File: src/rtl/xge_fifo_pkt_arb.sv
// Packet-aware round-robin arbiter between two first-word-fall-through FIFOs
// feeding a single MAC TX datapath; switches sources only on packet boundaries.
module xge_fifo_pkt_arb #(
  parameter int DWIDTH     = 66,
  parameter int MAX_WORDS  = 1200,
  parameter int GAP_CYCLES = 1,
  parameter int CNT_WIDTH  = 11
) (
  input  logic              rclk,
  input  logic              rrst_n,
  input  logic [DWIDTH-1:0] s0_rdata,
  input  logic              s0_rempty,
  output logic              s0_ren,
  input  logic [DWIDTH-1:0] s1_rdata,
  input  logic              s1_rempty,
  output logic              s1_ren,
  input  logic              enable,
  output logic [DWIDTH-1:0] out_data,
  output logic              out_valid,
  input  logic              out_ready,
  output logic [1:0]        grant,
  output logic              busy,
  output logic              err_sop,
  output logic              err_len
);

  localparam int SOP = DWIDTH - 2;
  localparam int EOP = DWIDTH - 1;
  localparam logic [CNT_WIDTH-1:0] CNT_LAST = CNT_WIDTH'(MAX_WORDS - 1);
  localparam logic [3:0] GAP_LAST = 4'((GAP_CYCLES > 0) ? GAP_CYCLES - 1 : 0);

  typedef enum logic [1:0] {IDLE, PKT, DROP, GAP} state_t;
  localparam state_t AFTER_EOP = (GAP_CYCLES == 0) ? IDLE : GAP;

  state_t                state_reg, state_next;
  logic [1:0]            grant_reg, grant_next;
  logic                  last_reg, last_next;
  logic [CNT_WIDTH-1:0]  cnt_reg, cnt_next;
  logic [3:0]            gap_reg, gap_next;
  logic [DWIDTH-1:0]     data_reg, data_next;
  logic                  valid_reg, valid_next;
  logic                  esop_reg, esop_next;
  logic                  elen_reg, elen_next;

  logic              pop_ok, pop, src, done;
  logic [1:0]        ren, empty;
  logic [DWIDTH-1:0] head;

  // Reads are gated by reset so an abandoned packet never loses a word during reset.
  assign empty  = {s1_rempty, s0_rempty};
  assign pop_ok = rrst_n & (((state_reg == PKT) & (~valid_reg | out_ready)) |
                            (state_reg == DROP));

  generate
    for (genvar gi = 0; gi < 2; gi++) begin : g_ren
      assign ren[gi] = pop_ok & grant_reg[gi] & ~empty[gi];
    end
  endgenerate

  assign s0_ren = ren[0];
  assign s1_ren = ren[1];
  assign pop    = |ren;
  assign src    = grant_reg[1];
  assign head   = src ? s1_rdata : s0_rdata;

  always_comb begin
    state_next = state_reg;
    grant_next = grant_reg;
    last_next  = last_reg;
    cnt_next   = cnt_reg;
    gap_next   = gap_reg;
    data_next  = data_reg;
    valid_next = valid_reg & ~out_ready;
    esop_next  = 1'b0;
    elen_next  = 1'b0;
    done       = 1'b0;
    case (state_reg)
      IDLE: begin
        if (enable && (!s0_rempty || !s1_rempty)) begin
          if (!s0_rempty && !s1_rempty) grant_next = last_reg ? 2'b01 : 2'b10;
          else                          grant_next = s0_rempty ? 2'b10 : 2'b01;
          state_next = PKT;
          cnt_next   = '0;
        end
      end
      PKT: begin
        if (pop) begin
          if (cnt_reg == '0 && !head[SOP]) begin
            // Headless packet: discard everything up to its EOP.
            esop_next = 1'b1;
            if (head[EOP]) done = 1'b1;
            else           state_next = DROP;
          end else begin
            data_next  = head;
            valid_next = 1'b1;
            cnt_next   = cnt_reg + 1'b1;
            if (cnt_reg != '0 && head[SOP]) begin
              data_next[SOP] = 1'b0;
              esop_next      = 1'b1;
            end
            if (head[EOP]) begin
              done = 1'b1;
            end else if (cnt_reg == CNT_LAST) begin
              data_next[EOP] = 1'b1;
              elen_next      = 1'b1;
              state_next     = DROP;
            end
          end
        end
      end
      DROP: begin
        if (pop && head[EOP]) done = 1'b1;
      end
      GAP: begin
        grant_next = 2'b00;
        if (gap_reg == GAP_LAST) state_next = IDLE;
        else                     gap_next   = gap_reg + 1'b1;
      end
      default: state_next = IDLE;
    endcase
    if (done) begin
      last_next  = src;
      grant_next = 2'b00;
      gap_next   = '0;
      state_next = AFTER_EOP;
    end
  end

  always_ff @(posedge rclk) begin
    if (!rrst_n) begin
      state_reg <= IDLE;
      grant_reg <= 2'b00;
      last_reg  <= 1'b1;
      cnt_reg   <= '0;
      gap_reg   <= '0;
      data_reg  <= '0;
      valid_reg <= 1'b0;
      esop_reg  <= 1'b0;
      elen_reg  <= 1'b0;
    end else begin
      state_reg <= state_next;
      grant_reg <= grant_next;
      last_reg  <= last_next;
      cnt_reg   <= cnt_next;
      gap_reg   <= gap_next;
      data_reg  <= data_next;
      valid_reg <= valid_next;
      esop_reg  <= esop_next;
      elen_reg  <= elen_next;
    end
  end

  assign out_data  = data_reg;
  assign out_valid = valid_reg;
  assign grant     = grant_reg;
  assign busy      = (state_reg != IDLE);
  assign err_sop   = esop_reg;
  assign err_len   = elen_reg;

endmodule

File: config.mk
export PLATFORM = sky130hd
export DESIGN_NAME = xge_fifo_pkt_arb
export DESIGN_NICKNAME = d
export VERILOG_FILES = /design/src/rtl/xge_fifo_pkt_arb.sv
export SDC_FILE = /design/constraint.sdc
export NUM_CORES = 1
export LEC_CHECK = 0
export BUFFER_PORTS_ARGS = -buffer_cell sky130_fd_sc_hd__buf_4
export CAP_MARGIN = 20
export CORE_ASPECT_RATIO = 1.25
export CORE_MARGIN = 2
export CORE_UTILIZATION = 30
export CTS_CLUSTER_DIAMETER = 80
export CTS_CLUSTER_SIZE = 25
export DETAILED_ROUTE_END_ITERATION = 8
export RECOVER_POWER = 25
export SYNTH_ARGS = -nofsm -noshare
export SYNTH_HDL_FRONTEND = slang
export SYNTH_SLANG_ARGS = --single-unit
File: constraint.sdc
create_clock -name rclk -period 5.7 [get_ports rclk]
set_clock_uncertainty 0.05 [all_clocks]
set_input_delay 0.855 -clock rclk [delete_from_list [all_inputs] [get_ports rclk]]
set_output_delay 0.855 -clock rclk [all_outputs]
set_load 0.05 [all_outputs]
==> results list, run 1 <==
- The floorplan has 49 rows.
- Reported max-cap violation count: 0
- For this configuration, the core starts out at a cell density of 0.306.
* Share of power burned in the clock network: 0.381
* Pre-antenna DRT Iters: 5
* H-tree levels: 3
* VDD IR-drop max: 0.000164 V
- Pin placement for this block handled 212 I/O pins.
* Critical path endpoint: out_data[32]
* Total standard cell area after synthesis: 0.00439 mm²
- Clock tree from TritonCTS: built
- The share of total power dissipated in combinational logic is 0.221.
- Max reg flops: 66
* WL final: 12.5 mm
- Yosys instantiated no cell more often than sky130_fd_sc_hd__dfxtp_1.
* Worst setup path startpoint: rrst_n
- Of all nets on the critical path, the largest fanout is 84.
- Root buf cell: sky130_fd_sc_hd__clkbuf_16
* Sink count of the clock tree: 89
- Status: finished, final reports clean
- Layout cells sized above 1: 0.304
- Post-route DRC: 0
- Clock buffers created by TritonCTS: 9
- Average instance area after synthesis: 9.65 µm²
- Sequential Power Share: 0.399
- During synthesis, Yosys emitted a total of 0 warnings.
* Ys flop type: sky130_fd_sc_hd__dfxtp_1
- Number of antenna violations at the first check in global routing: 0
* Fin nets: 795
- Count of placed standard cells including taps: 814
- By startpoint and endpoint, the worst setup path is classified as in -> reg.
* Endpoint arrival time on the critical path: 3390 ps
- Remaining antenna violation count: 0
- Reg2reg path depth: 10
- Deepest clock path buffer count: 2
- The first global-routing pass estimated 20.4 mm of wire.
* Async set-reset flop share out of synthesis: 0
- Synthesized instance count: 455
- Growth of design area from synthesis to finish: 42.6%
* Unrepaired setup endpoints after global routing: no
- The analysis attributes to cell leakage a power of 3.28 nW.
- The number of hold buffers added after CTS was 0.
- Post CTS Setup Buffer Count: 0
* Highest attainable clock frequency: 310 MHz
- The worst setup path is captured at a flip-flop.
- Total nets after synthesis: 603
* Sum of negative setup slack: 0 ps
- Setup violations remaining at the end of the flow were counted as 0.
- The die covers 0.0156 mm².
* Most numerous cell types in the synthesized netlist: sky130_fd_sc_hd__dfxtp_1 (89), sky130_fd_sc_hd__nand2_1 (75), sky130_fd_sc_hd__mux2i_1 (69), sky130_fd_sc_hd__o211a_1 (65), sky130_fd_sc_hd__nor2_1 (19)
- GP Congestion: 0.777
* Hold Startpoint: last_reg
* Sequential cell area fraction in the yosys report: 0.406
* Startpoint of the lowest-slack register-to-register path: cnt_reg[0]
- Final cell count without fillers: 830
* Starting DRT DRC Count: 98
- Global routing finished with a remaining overflow of 0.
- In this run the register-to-register setup slack is 2720 ps.
- Largest net degree at the start of global routing: 85
- The synthesized netlist contains 39 unique library cells.
* Die boundary width: 112 µm
* Path type of the worst min-delay path: reg -> reg
- Port Buffer Count: 211
* Number of synthesized flops with an enable pin: 0
* Power density normalized to cell area: 266 mW/mm²
- The die is 139 µm tall.
* Via count normalized by instance count: 4.91
* Slew at the pin closest to its max-slew limit: 928 ps
- Headroom to the max-slew limit came out at 0.381.
- The repair_antennas step left the layout with diodes totalling 0.
* Cell type with the largest total area after synthesis: sky130_fd_sc_hd__dfxtp_1
- In this run the power spent charging and discharging nets is 0.000465 W.
- The via count of the first global-routing pass is 4225.
- Final Hold Fails: 0
- Endpoint of the worst-slack reg-to-reg timing path: cnt_reg[2]
- Cell-internal power: 0.00120 W
- The final-report max-slew violation count is 0.
- After clock tree synthesis, the clock-pin slew on the worst setup and hold paths is 60 ps.
- Across every metal layer, demand over resource in global routing totals 0.158.
- Of the post-synthesis cell area, the dominant cell type holds 0.406.
- Area inside the core boundary: 0.0143 mm²
- Ratio of final minimum period to clock period: 0.565
- In the post-synthesis netlist, the biggest area contributors are sky130_fd_sc_hd__dfxtp_1 (41%), sky130_fd_sc_hd__mux2i_1 (16%), sky130_fd_sc_hd__o211a_1 (15%).
- The later pin in the worst-skew pair is clocked with a latency of 330 ps.
* Required time at the endpoint of the critical path: 5870 ps
- Resized Gates After CTS: 0
* Critical path startpoint category: input port
* Routed via count: 4077
* Switching power share of the total: 0.279
- Detailed placement finished with a half-perimeter wire length of 9.45 mm.
- Routed wire length per instance: 15.1 µm
- The clock period could shrink to 3220 ps.
* Number of synthesized register bits: 89
==> layer usage <==
metal | global-route usage | share of wire | up-vias | routed length (µm)
li1 | - | - | 2019 | -
met1 | 0.179 | 0.40 | 1922 | 4960
met2 | 0.292 | 0.53 | 122 | 6710
met3 | 0.0370 | 0.053 | 14 | 670
met4 | 0.0469 | 0.016 | 0 | 204
met5 | 0 | 0 | - | 0
==> logic make-up after synthesis <==
| logic type | synth area share |
|---|---|
| AO/OA/AOI/OAI | 0.207 |
| XOR/XNOR | 0.0239 |
| adder cells (fa/ha/maj) | 0.0285 |
| buffers and inverters | 0.0413 |
| flip-flops | 0.406 |
| multiplexers | 0.162 |
| AND/OR/NAND/NOR | 0.131 |
==> area by class of cell <==
type | count | area (µm²)
Clock buffer | 11 | 243
Clock inverter | 5 | 78.8
Fill cell | 1458 | 8080
Inverter | 12 | 45.0
Multi-Input combinational cell | 321 | 2430
Sequential cell | 89 | 1790
Tap cell | 178 | 223
Timing Repair Buffer | 214 | 1460
==> how the worst min path moves through the flow <==
| stage | to | slack [ps] | cells after the start |
|---|---|---|---|
| floorplan | last_reg | 400 | 2 |
| detailed placement | last_reg | 410 | 2 |
| finish | last_reg | 430 | 2 |
| global route | last_reg | 460 | 2 |
| global placement | last_reg | 410 | 2 |
| CTS | last_reg | 440 | 2 |
==> critical path: stages <==
cell and delay (ps):
sky130_fd_sc_hd__buf_4 590, sky130_fd_sc_hd__o221ai_1 640, sky130_fd_sc_hd__nor3_2 300, sky130_fd_sc_hd__buf_4 640, sky130_fd_sc_hd__nand2_1 120, sky130_fd_sc_hd__o211a_1 170
==> cell usage in the layout, fill, tap and decap left out, drive strengths merged, types with 3 or more instances in the layout <==
cell type / instances
nand4: 4
nand2b: 6
o211a: 65
ha: 10
nand2: 75
nor2b: 5
buf: 174
clkbuf: 51
clkinv: 3
nand3: 5
mux2i: 69
dfxtp: 89
inv: 12
nor2: 19
a21oi: 9
xnor2: 11
a21boi: 3
a211oi: 5
a2111oi: 3
o21ai: 3
==> power groups by stage <==
stage                     logic (W)  registers, W  clock network, W
after floorplan            0.000202      0.000707                 0
after global placement     0.000371      0.000676                 0
after detailed placement   0.000374      0.000678                 0
after CTS                  0.000376      0.000664          0.000652
after global routing       0.000401      0.000666          0.000675
final                      0.000368      0.000663          0.000633
==> through the flow <==
step / hold WS (ps) / total power (W) / setup WS, ps / utilization / cell area (µm²)
floorplan: 396 / 0.000909 / 2560 / - / 4390
global placement: 409 / 0.00105 / 2260 / 0.425 / 6090
detailed placement: 415 / 0.00105 / 2180 / 0.425 / 6090
CTS: 438 / 0.00169 / 2490 / 0.447 / 6410
global route: 463 / 0.00174 / 2110 / 0.437 / 6260
finish: 434 / 0.00166 / 2480 / 0.437 / 6260
No activity file was read; power rests on OpenSTA's default activity.
==> inputs of run 2 (changes only) <==
Clock period 5.7 ns to 2.7 ns, I/O delays scaled along.
==> results list, run 2 (synthesis gave the netlist of run 1 again) <==
- Status: finished, final reports clean
- Excluding fillers, the count of instances in the completed layout stands at 844.
- Counting every sink on the clock net gives 89.
* Filler cell count in the final layout: 1463
- Reg2reg path depth: 10
- Pre-antenna DRT Iters: 4
- Number of global-route vias before repair: 4115
* Most used cells in the layout excluding fill and tap cells: sky130_fd_sc_hd__buf_4 (185), sky130_fd_sc_hd__dfxtp_1 (88), sky130_fd_sc_hd__nand2_1 (75), sky130_fd_sc_hd__mux2i_1 (69), sky130_fd_sc_hd__o211a_1 (65)
* Port Buffer Count: 211
* Global Route met2 Usage: 0.276
* Leakage: 3.37 nW
* Most used routing layer in global routing: met2
- The worst setup path is launched from a flip-flop.
* Remaining global-route overflow: 0
- Data on the critical path arrives at its endpoint at 2670 ps.
- Unrepaired setup endpoints after global routing: no
- Worst relative slew slack: 0.480
- Once detail routing completed, the nets flagged for antenna violations numbered 0.
* Deepest clock path buffer count: 2
- In this run the worst hold path is classified as in -> reg.
* Die Area: 0.0156 mm²
- The clock reaches the later pin of the worst-skew pair after 340 ps.
* Power consumption: 0.00357 W
- Critical path endpoint: out_data[38]
- Reported max-cap violation count: 0
- For this run, design rule violations remaining after detail routing come to 0.
- Most frequent standard cell in the layout excluding fill and tap cells: sky130_fd_sc_hd__buf_4
- Slew at the pin closest to its max-slew limit: 780 ps
* R2R setup slack: 210 ps
* Critical-path cell list: inv_1 > ha_1 > or4b_4 > nor4_4 > ha_2 > buf_4 > nor3_4 > buf_12 > nand2_1 > o211a_1
- For the worst setup path, the data required time is 2880 ps.
* Endpoint of the worst-slack reg-to-reg timing path: out_data[38]
- Initial core utilization: 0.306
- The number of antenna diodes in the final layout is 0.
* Largest fanout on the critical path: 50
* Pins Over Slew Limit: 0
* H-tree levels: 3
- Setup slack on the critical path of the routed design comes to 215 ps.
* Cell family with the largest share of critical-path delay: simple AND/OR/NAND/NOR gates
- OpenSTA, run right after detailed placement, puts the worst setup slack at 97.1 ps.
- Setup violations remaining at the end of the flow were counted as 0.
* Clock transition time at the flip-flop clock pins of the worst setup and hold paths: 60 ps
* HPWL reported at the end of detailed placement: 9.26 mm
- The largest single stage delay on the critical path is 610 ps.
* WL final: 12.1 mm
* All-Layer GR Usage: 0.155
- Root buf cell: sky130_fd_sc_hd__clkbuf_16
- During I/O placement, the number of pins put on the boundary was 212.
* Critical path start-end classification: reg -> reg
- GP Congestion: 0.822
- Including well taps, the total number of placed cells is 827.
- Buffers inserted to repair hold after CTS numbered 0.
- Wire length of the first global-routing pass: 19.8 mm
* Clock buffers created by TritonCTS: 9
- In this run the critical register-to-register path is launched from cnt_reg[1].
- Sum of negative setup slack: 0 ps
- Relative to the synthesized area, the layout overhead comes to 46.5%.
* Max reg flops: 66
- Via count normalized by instance count: 4.87
- Routed via count: 4108
- Highest attainable clock frequency: 402 MHz
- The largest individual stage delay along the critical path comes from the cell sky130_fd_sc_hd__nor3_4.
* VDD IR-drop max: 0.000334 V
- For this run, the post-layout net count is 809.
* Clock tree from TritonCTS: built
- The floorplan step set the die width to 112 µm.
- Entering global routing, the biggest net connects 77 pins.
* Met1 Usage GRT: 0.175
- Ratio of final minimum period to clock period: 0.920
- Worst setup path startpoint: cnt_reg[1]
- For the finished layout, the period the worst path requires is 2490 ps.
* Area inside the core boundary: 0.0143 mm²
- Depth of the critical timing path with buffers and inverters included: 10
- The number of buffers and inverters on the critical path is 3.
- For this block, the initial DRC count from the detailed router was 116.
* GRT met3 Usage: 0.0457
* Layout cells sized above 1: 0.323
- Routed wire length per instance: 14.3 µm
* Number of antenna violations at the first check in global routing: 0
- For this design the ratio of total power to cell area is 556 mW/mm².
* Overall die height: 139 µm
- Number of cell rows: 49
- The final hold violation count is 0.
* Nature of the critical path endpoint: flip-flop
==> run 2: stage by stage <==
step	area, µm²	utilization	hold WS [ps]
2_1_floorplan	4400	-	396
3_3_place_gp	6240	0.435	414
3_5_place_dp	6240	0.435	417
4_1_cts	6550	0.456	345
5_1_grt	6430	0.448	361
6_report	6430	0.448	357
==> run 2: worst min-delay path: stages <==
cell,delay [ps]
sky130_fd_sc_hd__buf_4,70
sky130_fd_sc_hd__mux2i_1,50
sky130_fd_sc_hd__nand2_1,60
sky130_fd_sc_hd__o211a_1,130
==> run 2: how the worst min path moves through the flow <==
stage / startpoint / endpoint / slack [ps] / depth (start not counted)
floorplan: last_reg / last_reg / 400 / 2
global placement: last_reg / last_reg / 410 / 2
detailed placement: last_reg / last_reg / 420 / 2
CTS: s0_rdata[49] / out_data[49] / 340 / 4
global route: s0_rdata[55] / out_data[55] / 360 / 4
finish: s0_rdata[49] / out_data[49] / 360 / 4
==> run 2: report_power, final <==
| group | switching [W] | internal [W] | total [W] |
|---|---|---|---|
| logic | 0.000469 | 0.000406 | 0.000874 |
| clock network | 0.000514 | 0.000806 | 0.00132 |
| registers | 0.0000287 | 0.00135 | 0.00138 |
==> run 2: metal layers <==
layer	routed length, µm	vias to the layer above
met1	4840	1926
li1	-	2051
met5	0	-
met3	727	14
met2	6340	117
met4	195	0
==> run 2: layout make-up <==
cell class | count | area, µm² | area share
multi-input cells | 321 | 2470 | 0.384
flip-flops and latches | 89 | 1790 | 0.278
repair buffers | 228 | 1600 | 0.249
clock buffers | 10 | 229 | 0.0356
well taps | 178 | 223 | 0.0346
clock inverters | 6 | 82.6 | 0.0128
inverters | 12 | 45.0 | 0.00700
==> run 2: timing repair <==
item | 4_1_cts | 5_1_grt
gates resized for setup | 0 | 5
setup buffers | 0 | 1
setup endpoints to repair | 0 | 14
endpoints found under the hold margin | 0 | 0
==> inputs of run 3 (changes only) <==
Settings changed: BUFFER_PORTS_ARGS -buffer_cell sky130_fd_sc_hd__buf_4 to unset, CORE_MARGIN 2 to unset, CTS_CLUSTER_SIZE 25 to 24, DONT_BUFFER_PORTS set to 1.
==> results list, run 3 (synthesis gave the netlist of run 1 again) <==
- STA classifies the critical path startpoint as a flip-flop.
* Pre-antenna DRT Iters: 4
- Largest net degree at the start of global routing: 86
- Dividing the detail-routed wire length by the instance count gives 16.2 µm.
* Filler cell count in the final layout: 1488
- Status: finished, final reports clean
* Cell-internal power: 0.00226 W
* Worst setup path startpoint: cnt_reg[0]
- Pins Over Slew Limit: 0
* Clock tree from TritonCTS: built
- The die is 137 µm tall.
* Initial core utilization: 0.306
- The H-tree was split into 3 levels.
* Nature of the critical path endpoint: flip-flop
* Growth of design area from synthesis to finish: 12.6%
* WL final: 10.2 mm
- Of the total power, registers draw 0.451.
- Of the cells placed in the final design, the portion with a size suffix greater than 1 is 0.0927.
- In this run the most critical hold path is launched from rrst_n.
- Clock buffers created by TritonCTS: 9
* Clock transition time at the flip-flop clock pins of the worst setup and hold paths: 70 ps
- Unrepaired setup endpoints after global routing: no
- In this run the tool buffered the top-level ports with 0 buffer cells.
- Die Area: 0.0151 mm²
* Remaining global-route overflow: 0
- Dividing total power by cell area gives a power density of 655 mW/mm².
* Endpoint arrival time on the critical path: 2670 ps
* Reported max-cap violation count: 0
- For this run, the top clock speed supported by timing is 407 MHz.
- R2R setup slack: 240 ps
* Final Critical Period: 2460 ps
- Once detailed placement completed, the half-perimeter wirelength came to 7.37 mm.
- Setup violations, final: 0
- In this run, post-CTS hold repair placed 0 buffers.
* Slew at the pin closest to its max-slew limit: 833 ps
* I/O pins: 212
- In this run the power spent charging and discharging nets is 0.000975 W.
* Routed via count: 3358
* Number of cell rows: 49
* Fin nets: 596
- Most used cells in the layout excluding fill and tap cells: sky130_fd_sc_hd__dfxtp_1 (88), sky130_fd_sc_hd__nand2_1 (75), sky130_fd_sc_hd__mux2i_1 (69), sky130_fd_sc_hd__o211a_1 (65), sky130_fd_sc_hd__nor2_1 (19)
* VDD IR-drop max: 0.000268 V
* Share of power burned in the clock network: 0.371
- Of the total power, the share spent switching nets is 0.301.
- Via count normalized by instance count: 5.32
* Wire length of the first global-routing pass: 15.5 mm
* Deepest clock path buffer count: 2
- Clk_lat worst skew: 330 ps
- Final Hold Fails: 0
- For this design the static power due to leakage is 2.45 nW.
* Number of global-route vias before repair: 3206
* Placement-stage worst setup slack: -25.8 ps
- By startpoint and endpoint, the worst setup path is classified as reg -> reg.
* Remaining antenna violation count: 0
- GP Congestion: 0.817
* Endpoint of the worst-slack reg-to-reg timing path: state_reg[0]
- The startpoint identified for the worst register-to-register timing path is cnt_reg[0].
- Count of inserted antenna diode cells: 0
- The register with the most flip-flops in the layout has 66 of them.
* Required time at the endpoint of the critical path: 2910 ps
* Sink count of the clock tree: 89
- In the routed design, unresolved DRC markers number 0.
- In this run the worst hold path is classified as in -> reg.
- Largest fanout on the critical path: 4
- The die is 110 µm wide.
* Combinational power share: 0.179
* Critical path endpoint: state_reg[0]
- Across all hold checks on the routed design, the worst slack comes to 104 ps.
- The root buffer cell chosen for the clock tree is sky130_fd_sc_hd__clkbuf_16.
- Counting cells, the worst reg-to-reg path comes to 9.
- Area inside the core boundary: 0.0143 mm²
* Final WS setup: 241 ps
- Of the available clock period, the critical path in the final layout requires 0.911.
- Number of antenna violations at the first check in global routing: 0
* Worst relative slew slack: 0.445
- All-Layer GR Usage: 0.132
- The first routing iteration left 124 violations.
* Most frequent standard cell in the layout excluding fill and tap cells: sky130_fd_sc_hd__dfxtp_1
==> run 3: cell types whose count changed in the layout (fill, tap and decap cells not counted), sizes merged <==
cell	delta
buf	-175
inv	+2
clkbuf	-38
bufinv	-2
==> run 3: worst min path at each step <==
stage | depth (start not counted) | to | slack [ps]
after CTS | 1 | last_reg | 80
after floorplan | 2 | last_reg | 400
final | 1 | last_reg | 100
after detailed placement | 2 | last_reg | 420
after global placement | 2 | last_reg | 410
after global routing | 1 | last_reg | 90
==> run 3: area by class of cell <==
cell class                 count  area, µm²  share of cell area
clock inverter                 6       51.3              0.0104
multi-input combinational    321       2470               0.500
tap                          178        223              0.0450
clock buffer                  10        239              0.0483
inverter                      12       45.0             0.00911
timing repair buffer          15        130              0.0263
sequential                    89       1790               0.361
==> run 3: power by group through the flow <==
| stage | logic, W | clock network, W | registers [W] |
|---|---|---|---|
| finish | 0.000579 | 0.00120 | 0.00146 |
| global route | 0.000631 | 0.00131 | 0.00146 |
| CTS | 0.000545 | 0.00126 | 0.00146 |
| detailed placement | 0.000541 | 0 | 0.00149 |
| global placement | 0.000526 | 0 | 0.00149 |
| floorplan | 0.000430 | 0 | 0.00149 |
==> run 3: metal layers <==
metal / share of wire / up-vias / GRT usage
li1: - / 1621 / -
met3: 0.069 / 10 / 0.0412
met2: 0.52 / 130 / 0.235
met4: 0.013 / 0 / 0.0504
met1: 0.40 / 1597 / 0.146
met5: 0 / - / 0
==> run 3: critical path: stages (launching register included) <==
cell and delay, ps:
sky130_fd_sc_hd__dfxtp_1 340, sky130_fd_sc_hd__inv_1 70, sky130_fd_sc_hd__ha_1 130, sky130_fd_sc_hd__or4b_4 460, sky130_fd_sc_hd__nor4_4 250, sky130_fd_sc_hd__ha_2 240, sky130_fd_sc_hd__a21oi_1 90, sky130_fd_sc_hd__a221oi_2 290
sky130_fd_sc_hd__mux2_4 330, sky130_fd_sc_hd__a21oi_1 150
==> run 3: metrics by stage <==
step	setup TNS, ps	total power, W	cell area [µm²]	instances	util
after detailed placement	-25.8	0.00203	4620	614	0.322
final	0	0.00324	4950	631	0.345
after floorplan	0	0.00192	4400	455	-
after global routing	0	0.00340	4950	631	0.345
after global placement	0	0.00202	4620	614	0.322
after CTS	0	0.00326	4920	630	0.343
==> run 3: repair_timing <==
action / CTS / global route
hold endpoints to repair: 0 / 0
resized for setup: 1 / 5
setup endpoints to repair: 1 / 12
buffers inserted: 0 / 1
pin swaps: 0 / 2
